$ cat config.mk
export PLATFORM = sky130hd
export DESIGN_NAME = dest_map_slice
export DESIGN_NICKNAME = d
export VERILOG_FILES = /design/src/rtl/dest_map_slice.sv
export SDC_FILE = /design/constraint.sdc
export NUM_CORES = 1
export LEC_CHECK = 0
export ABC_AREA = 1
export CELL_PAD_IN_SITES_DETAIL_PLACEMENT = 1
export CELL_PAD_IN_SITES_GLOBAL_PLACEMENT = 2
export CORE_ASPECT_RATIO = 1.25
export CORE_MARGIN = 2
export CORE_UTILIZATION = 29
export DETAILED_ROUTE_END_ITERATION = 6
export PLACE_DENSITY_LB_ADDON = 0.05
export SLEW_MARGIN = 30
export SYNTH_ARGS = -nofsm -noshare
export SYNTH_HDL_FRONTEND = slang
export SYNTH_SLANG_ARGS = --single-unit
export TNS_END_PERCENT = 50
$ cat constraint.sdc
create_clock -name clk -period 1.2 [get_ports clk]
set_clock_uncertainty 0.05 [all_clocks]
set_input_delay 0.12 -clock clk [delete_from_list [all_inputs] [get_ports clk]]
set_output_delay 0.12 -clock clk [all_outputs]
set_load 0.02 [all_outputs]
$ cat src/rtl/dest_map_slice.sv
// dest_map_slice
//   AXI-Stream register slice that remaps a packet's tdest into tuser.
//   The mapped value is taken from C_MAP_TABLE at the first beat of each
//   packet and applied to every beat of that packet.
//   It is built as a two-entry skid buffer, so every master output and
//   s_axis_tready come straight from flops.
//
// Optional feature (macro DEST_MAP_SLICE_DROP_EN):
//   A packet whose first beat has tdest >= C_NUM_VALID_DEST is accepted
//   and discarded in full.
//   With the macro undefined, such packets are forwarded and mapped like
//   any other packet.
//
// Ports
//   clk            : clock, rising edge
//   rstn           : asynchronous active-low reset
//   s_axis_tdata   : slave data         s_axis_tkeep  : slave byte enables
//   s_axis_tvalid  : slave valid        s_axis_tlast  : slave end of packet
//   s_axis_tdest   : slave destination  s_axis_tready : slave ready (registered)
//   m_axis_tdata   : master data        m_axis_tkeep  : master byte enables
//   m_axis_tvalid  : master valid       m_axis_tlast  : master end of packet
//   m_axis_tuser   : mapped destination m_axis_tready : master ready
module dest_map_slice #(
  parameter int C_AXIS_TDATA_WIDTH = 8,
  parameter int C_AXIS_TKEEP_WIDTH = C_AXIS_TDATA_WIDTH/8,
  parameter int C_AXIS_TDEST_WIDTH = 2,
  parameter int C_AXIS_TUSER_WIDTH = 2,
  parameter logic [(2**C_AXIS_TDEST_WIDTH)*C_AXIS_TUSER_WIDTH-1:0] C_MAP_TABLE = 8'hE4,
  parameter int C_NUM_VALID_DEST   = 4
) (
  input  logic                          clk,
  input  logic                          rstn,
  input  logic [C_AXIS_TDATA_WIDTH-1:0] s_axis_tdata,
  input  logic [C_AXIS_TKEEP_WIDTH-1:0] s_axis_tkeep,
  input  logic                          s_axis_tvalid,
  input  logic                          s_axis_tlast,
  input  logic [C_AXIS_TDEST_WIDTH-1:0] s_axis_tdest,
  output logic                          s_axis_tready,
  output logic [C_AXIS_TDATA_WIDTH-1:0] m_axis_tdata,
  output logic [C_AXIS_TKEEP_WIDTH-1:0] m_axis_tkeep,
  output logic                          m_axis_tvalid,
  output logic                          m_axis_tlast,
  output logic [C_AXIS_TUSER_WIDTH-1:0] m_axis_tuser,
  input  logic                          m_axis_tready
);

  // One buffered beat: {tdata, tkeep, tlast, tuser}
  localparam int BEAT_W = C_AXIS_TDATA_WIDTH + C_AXIS_TKEEP_WIDTH + 1 + C_AXIS_TUSER_WIDTH;

`ifdef DEST_MAP_SLICE_DROP_EN
  typedef enum logic [1:0] {ST_SOP, ST_BODY, ST_DROP} state_t;
`else
  typedef enum logic {ST_SOP, ST_BODY} state_t;
`endif

  state_t                        state_q, state_d;
  logic [C_AXIS_TUSER_WIDTH-1:0] user_q, user_d;
  logic                          m_vld_q, m_vld_d;
  logic [BEAT_W-1:0]             m_beat_q, m_beat_d;
  logic                          sk_vld_q, sk_vld_d;
  logic [BEAT_W-1:0]             sk_beat_q, sk_beat_d;
  logic                          rdy_q, rdy_d;

  logic                          accept, discard, push, out_free;
  logic                          dest_invalid;
  logic [C_AXIS_TUSER_WIDTH-1:0] map_user, beat_user;
  logic [BEAT_W-1:0]             in_beat;

  assign map_user     = C_MAP_TABLE[32'(s_axis_tdest)*C_AXIS_TUSER_WIDTH +: C_AXIS_TUSER_WIDTH];
  assign dest_invalid = (32'(s_axis_tdest) >= 32'(C_NUM_VALID_DEST));

`ifndef DEST_MAP_SLICE_DROP_EN
  // Invalid destinations are simply forwarded in this build.
  logic unused_dest_invalid;
  assign unused_dest_invalid = dest_invalid;
`endif

  // The first beat of a packet uses its own tdest; later beats reuse the latched mapping.
  assign beat_user = (state_q == ST_SOP) ? map_user : user_q;
  assign in_beat   = {s_axis_tdata, s_axis_tkeep, s_axis_tlast, beat_user};
  assign accept    = s_axis_tvalid & rdy_q;

  // Packet FSM
  always_comb begin
    state_d = state_q;
    user_d  = user_q;
    discard = 1'b0;
    if (accept) begin
      case (state_q)
        ST_SOP: begin
          user_d  = map_user;
          state_d = s_axis_tlast ? ST_SOP : ST_BODY;
`ifdef DEST_MAP_SLICE_DROP_EN
          if (dest_invalid) begin
            discard = 1'b1;
            state_d = s_axis_tlast ? ST_SOP : ST_DROP;
          end
`endif
        end
        ST_BODY: state_d = s_axis_tlast ? ST_SOP : ST_BODY;
`ifdef DEST_MAP_SLICE_DROP_EN
        ST_DROP: begin
          discard = 1'b1;
          state_d = s_axis_tlast ? ST_SOP : ST_DROP;
        end
        default: state_d = ST_SOP;
`endif
      endcase
    end
  end

  // Skid buffer
  assign push     = accept & ~discard;
  assign out_free = ~m_vld_q | m_axis_tready;

  always_comb begin
    m_vld_d   = m_vld_q;
    m_beat_d  = m_beat_q;
    sk_vld_d  = sk_vld_q;
    sk_beat_d = sk_beat_q;
    if (out_free) begin
      if (sk_vld_q) begin
        // The older beat in the skid entry goes out first.
        m_vld_d  = 1'b1;
        m_beat_d = sk_beat_q;
        sk_vld_d = push;
        if (push) sk_beat_d = in_beat;
      end else begin
        m_vld_d = push;
        if (push) m_beat_d = in_beat;
      end
    end else if (push) begin
      sk_vld_d  = 1'b1;
      sk_beat_d = in_beat;
    end
    // Ready drops only when both entries are full.
    // While dropping, beats never reach the buffer, so ready stays high.
    rdy_d = ~sk_vld_d;
`ifdef DEST_MAP_SLICE_DROP_EN
    if (state_d == ST_DROP) rdy_d = 1'b1;
`endif
  end

  always_ff @(posedge clk or negedge rstn) begin
    if (!rstn) begin
      state_q   <= ST_SOP;
      user_q    <= '0;
      m_vld_q   <= 1'b0;
      m_beat_q  <= '0;
      sk_vld_q  <= 1'b0;
      sk_beat_q <= '0;
      rdy_q     <= 1'b0;
    end else begin
      state_q   <= state_d;
      user_q    <= user_d;
      m_vld_q   <= m_vld_d;
      m_beat_q  <= m_beat_d;
      sk_vld_q  <= sk_vld_d;
      sk_beat_q <= sk_beat_d;
      rdy_q     <= rdy_d;
    end
  end

  assign s_axis_tready = rdy_q;
  assign m_axis_tvalid = m_vld_q;
  assign {m_axis_tdata, m_axis_tkeep, m_axis_tlast, m_axis_tuser} = m_beat_q;

endmodule
==> impl_metrics.toml <==
[layout]
fill_cells = 529
layout_common_cells = "nand2_1 (70), dfrtp_1 (30), clkdlybuf4s50_1 (15)"
syn_to_final_growth_pct = 39.5
nNetsFinal = 216
antennaDiodeCount = 0
final_cell_area_sq_um = 1880
drive_above_1_share = 0.179
mostFrequentLayoutCell = "nand2_1"
finalNonFillerCells = 259

[critical_path]
end_kind = "output pin"
critPathMaxFanout = 2
crit_family = "flip-flops"
reg2reg_slack_ns = 0.09
reg2reg_depth = 6
crit_required_ns = 1.03
cp.arrival_ns = 0.98
r2r_end = "m_beat_q[3]$_DFFE_PN0P_"
cp_slowest_stage_delay_ns = 0.38
r2r-start = "s_axis_tready$_DFF_PN0_"
criticalPathCategory = "register to output pin"
cp_num_buf_inv = 1
slowest_stage = "dfrtp_1"
startpoint_type = "register"
crit_chain = "dlygate4sd2_1"

[timing]
hold_viol = 0
layout_min_cycle_time_ns = 1.15
period_share = 0.959
setup_viol = 0
slew_headroom = 0.840
worst_pin_slew_ns = 0.238
slew_violations = 0
rsz0062_at_grt = "yes"
fmaxAchievable_ghz = 0.869

[pwr]
p_leak_nw = 0.970
power_w = 0.00503
vdd_drop_max_mv = 1.07
p_per_area_nw_per_um2 = 2670

[synth]
syn_area_sq_um = 1350
yosysTopAreaCell = "dfrtp_1"
yosysWarnings = 0
synth_top_area_frac = 0.557
ys_seq_area_frac = 0.557
yosys-top-cells-area = "dfrtp_1 (56%), nand2_1 (19%), o21ai_2 (6.5%)"
syn_area_per_cell_sq_um = 8.48
ys_ff_latch = 30
syn_inst = 159
synth_nets = 175
ys_types = 14

[cts]
cts_tree = "yes"
cts_num_sinks = 30
numCtsBuffers = 5
clk_pin_slew_ns = 0.07
cts_setup_buffers = 0
clockBufferDepth = 2
clock_latency_ns = 0.27
clockRootBuffer = "clkbuf_8"
h-tree-depth = 2
cts_hold_buf = 0

[global_routing]
antenna_found_initial = 0
grt_max_degree = 31
met1_usage = 0.160
grt_first_pass_wirelength_microns = 5630
busiest_layer = "met2"
grt_pass1_vias = 1162
use_met3 = 0.0448
overflow = 0
use_met2 = 0.258
track_usage = 0.144

[drt]
vias = 1145
drc = 0
wl_microns = 3210
first_pass_iters = 4
first_iter_violations = 33
routed_via_density = 4.42
routedWlPerCell_microns = 12.4
ant_nets = 0

[run_status]
status = "finished, final reports clean"

[die]
start_util = 0.305
core_area_sq_um = 4430
die_w_microns = 65
ios = 30
dieArea_sq_um = 5220
rows = 27
die_h_microns = 80.3

[flow_run]
maxCapViolCount = 0

[placed_design]
finalWeightedCongestion = 0.718
dpl.cell_count = 251
place_hpwl_microns = 2380
io_buffers = 29
placed_cell_area_sq_um = 1780

[worst_hold_path]
min_path_type = "input pin to asynchronous set/reset pin"
[registers in the layout (all words and copies together), names as in the netlist]
name and flops:
m_beat_q 12, user_q 2, sk_vld_q 1, s_axis_tready 1, m_axis_tvalid 1, state_q 1
sk_beat_q 12
[stage by stage]
stage	utilization	setup WS (ns)	hold slack, ns	setup TNS [ns]
floorplan	-	0.0285	-0.226	0
global placement	0.403	-0.107	0.413	-2.01
detailed placement	0.403	-0.137	0.413	-2.69
CTS	0.423	0.00470	0.152	0
global route	0.425	-0.0186	0.144	-0.0755
finish	0.425	0.0488	0.151	0
[cell usage after synthesis]
cell type and count:
nand2_1 70, dfrtp_1 30, inv_1 13, o21ai_0 12, o21ai_2 10, nor2_1 6
nand3_1 4, buf_6 3, inv_2 3, nand2_2 3, a31oi_1 2, buf_2 1
clkbuf_1 1, nand2_4 1
[power breakdown]
group	switching [W]	total (W)	internal (W)	leakage (nW)
Clock	0.000385	0.000995	0.000610	0.0579
Combinational	0.00135	0.00227	0.000928	0.545
Sequential	0.000260	0.00176	0.00150	0.367
Total	0.00199	0.00503	0.00304	0.970
[kinds of logic (layout without fill, tap and decap cells)]
group                  Yosys count  in the layout  synth area share
AOI/OAI and AO/OA               24             24             0.119
buffers and inverters           21             63            0.0761
DFF                             30             30             0.557
and+or+nand+nor                 84             84             0.249
[layout make-up]
cell class / count / area [sq um] / area share
Clock buffer: 5 / 68.8 / 0.0366
Sequential cell: 30 / 751 / 0.399
Tap cell: 58 / 72.6 / 0.0386
Timing Repair Buffer: 39 / 392 / 0.208
Clock inverter: 3 / 40.0 / 0.0213
Inverter: 16 / 62.6 / 0.0332
Multi-Input combinational cell: 108 / 495 / 0.263
[per-layer routing]
layer / vias up / wire length, microns
met5: - / 0
met4: 0 / 19
met3: 2 / 147
met2: 19 / 1730
met1: 551 / 1320
li1: 573 / -
[how the worst max path moves through the flow]
stage | cells past startpoint | to | slack, ns | startpoint
2_1_floorplan | 6 | sk_beat_q[10]$_DFFE_PN0P_ | 0.03 | s_axis_tready$_DFF_PN0_
3_3_place_gp | 7 | m_beat_q[5]$_DFFE_PN0P_ | -0.11 | s_axis_tvalid
3_5_place_dp | 7 | m_beat_q[3]$_DFFE_PN0P_ | -0.14 | s_axis_tvalid
4_1_cts | 1 | m_axis_tvalid | 0.005 | m_axis_tvalid$_DFFE_PN0P_
5_1_grt | 6 | m_beat_q[2]$_DFFE_PN0P_ | -0.02 | s_axis_tready$_DFF_PN0_
6_report | 1 | m_axis_tuser[0] | 0.05 | m_beat_q[0]$_DFFE_PN0P_
[timing repair]
action,CTS,global route
pin swaps,0,1
resized for setup,14,9
endpoints found under the setup margin,14,17
(Power assumes the default switching activity.)
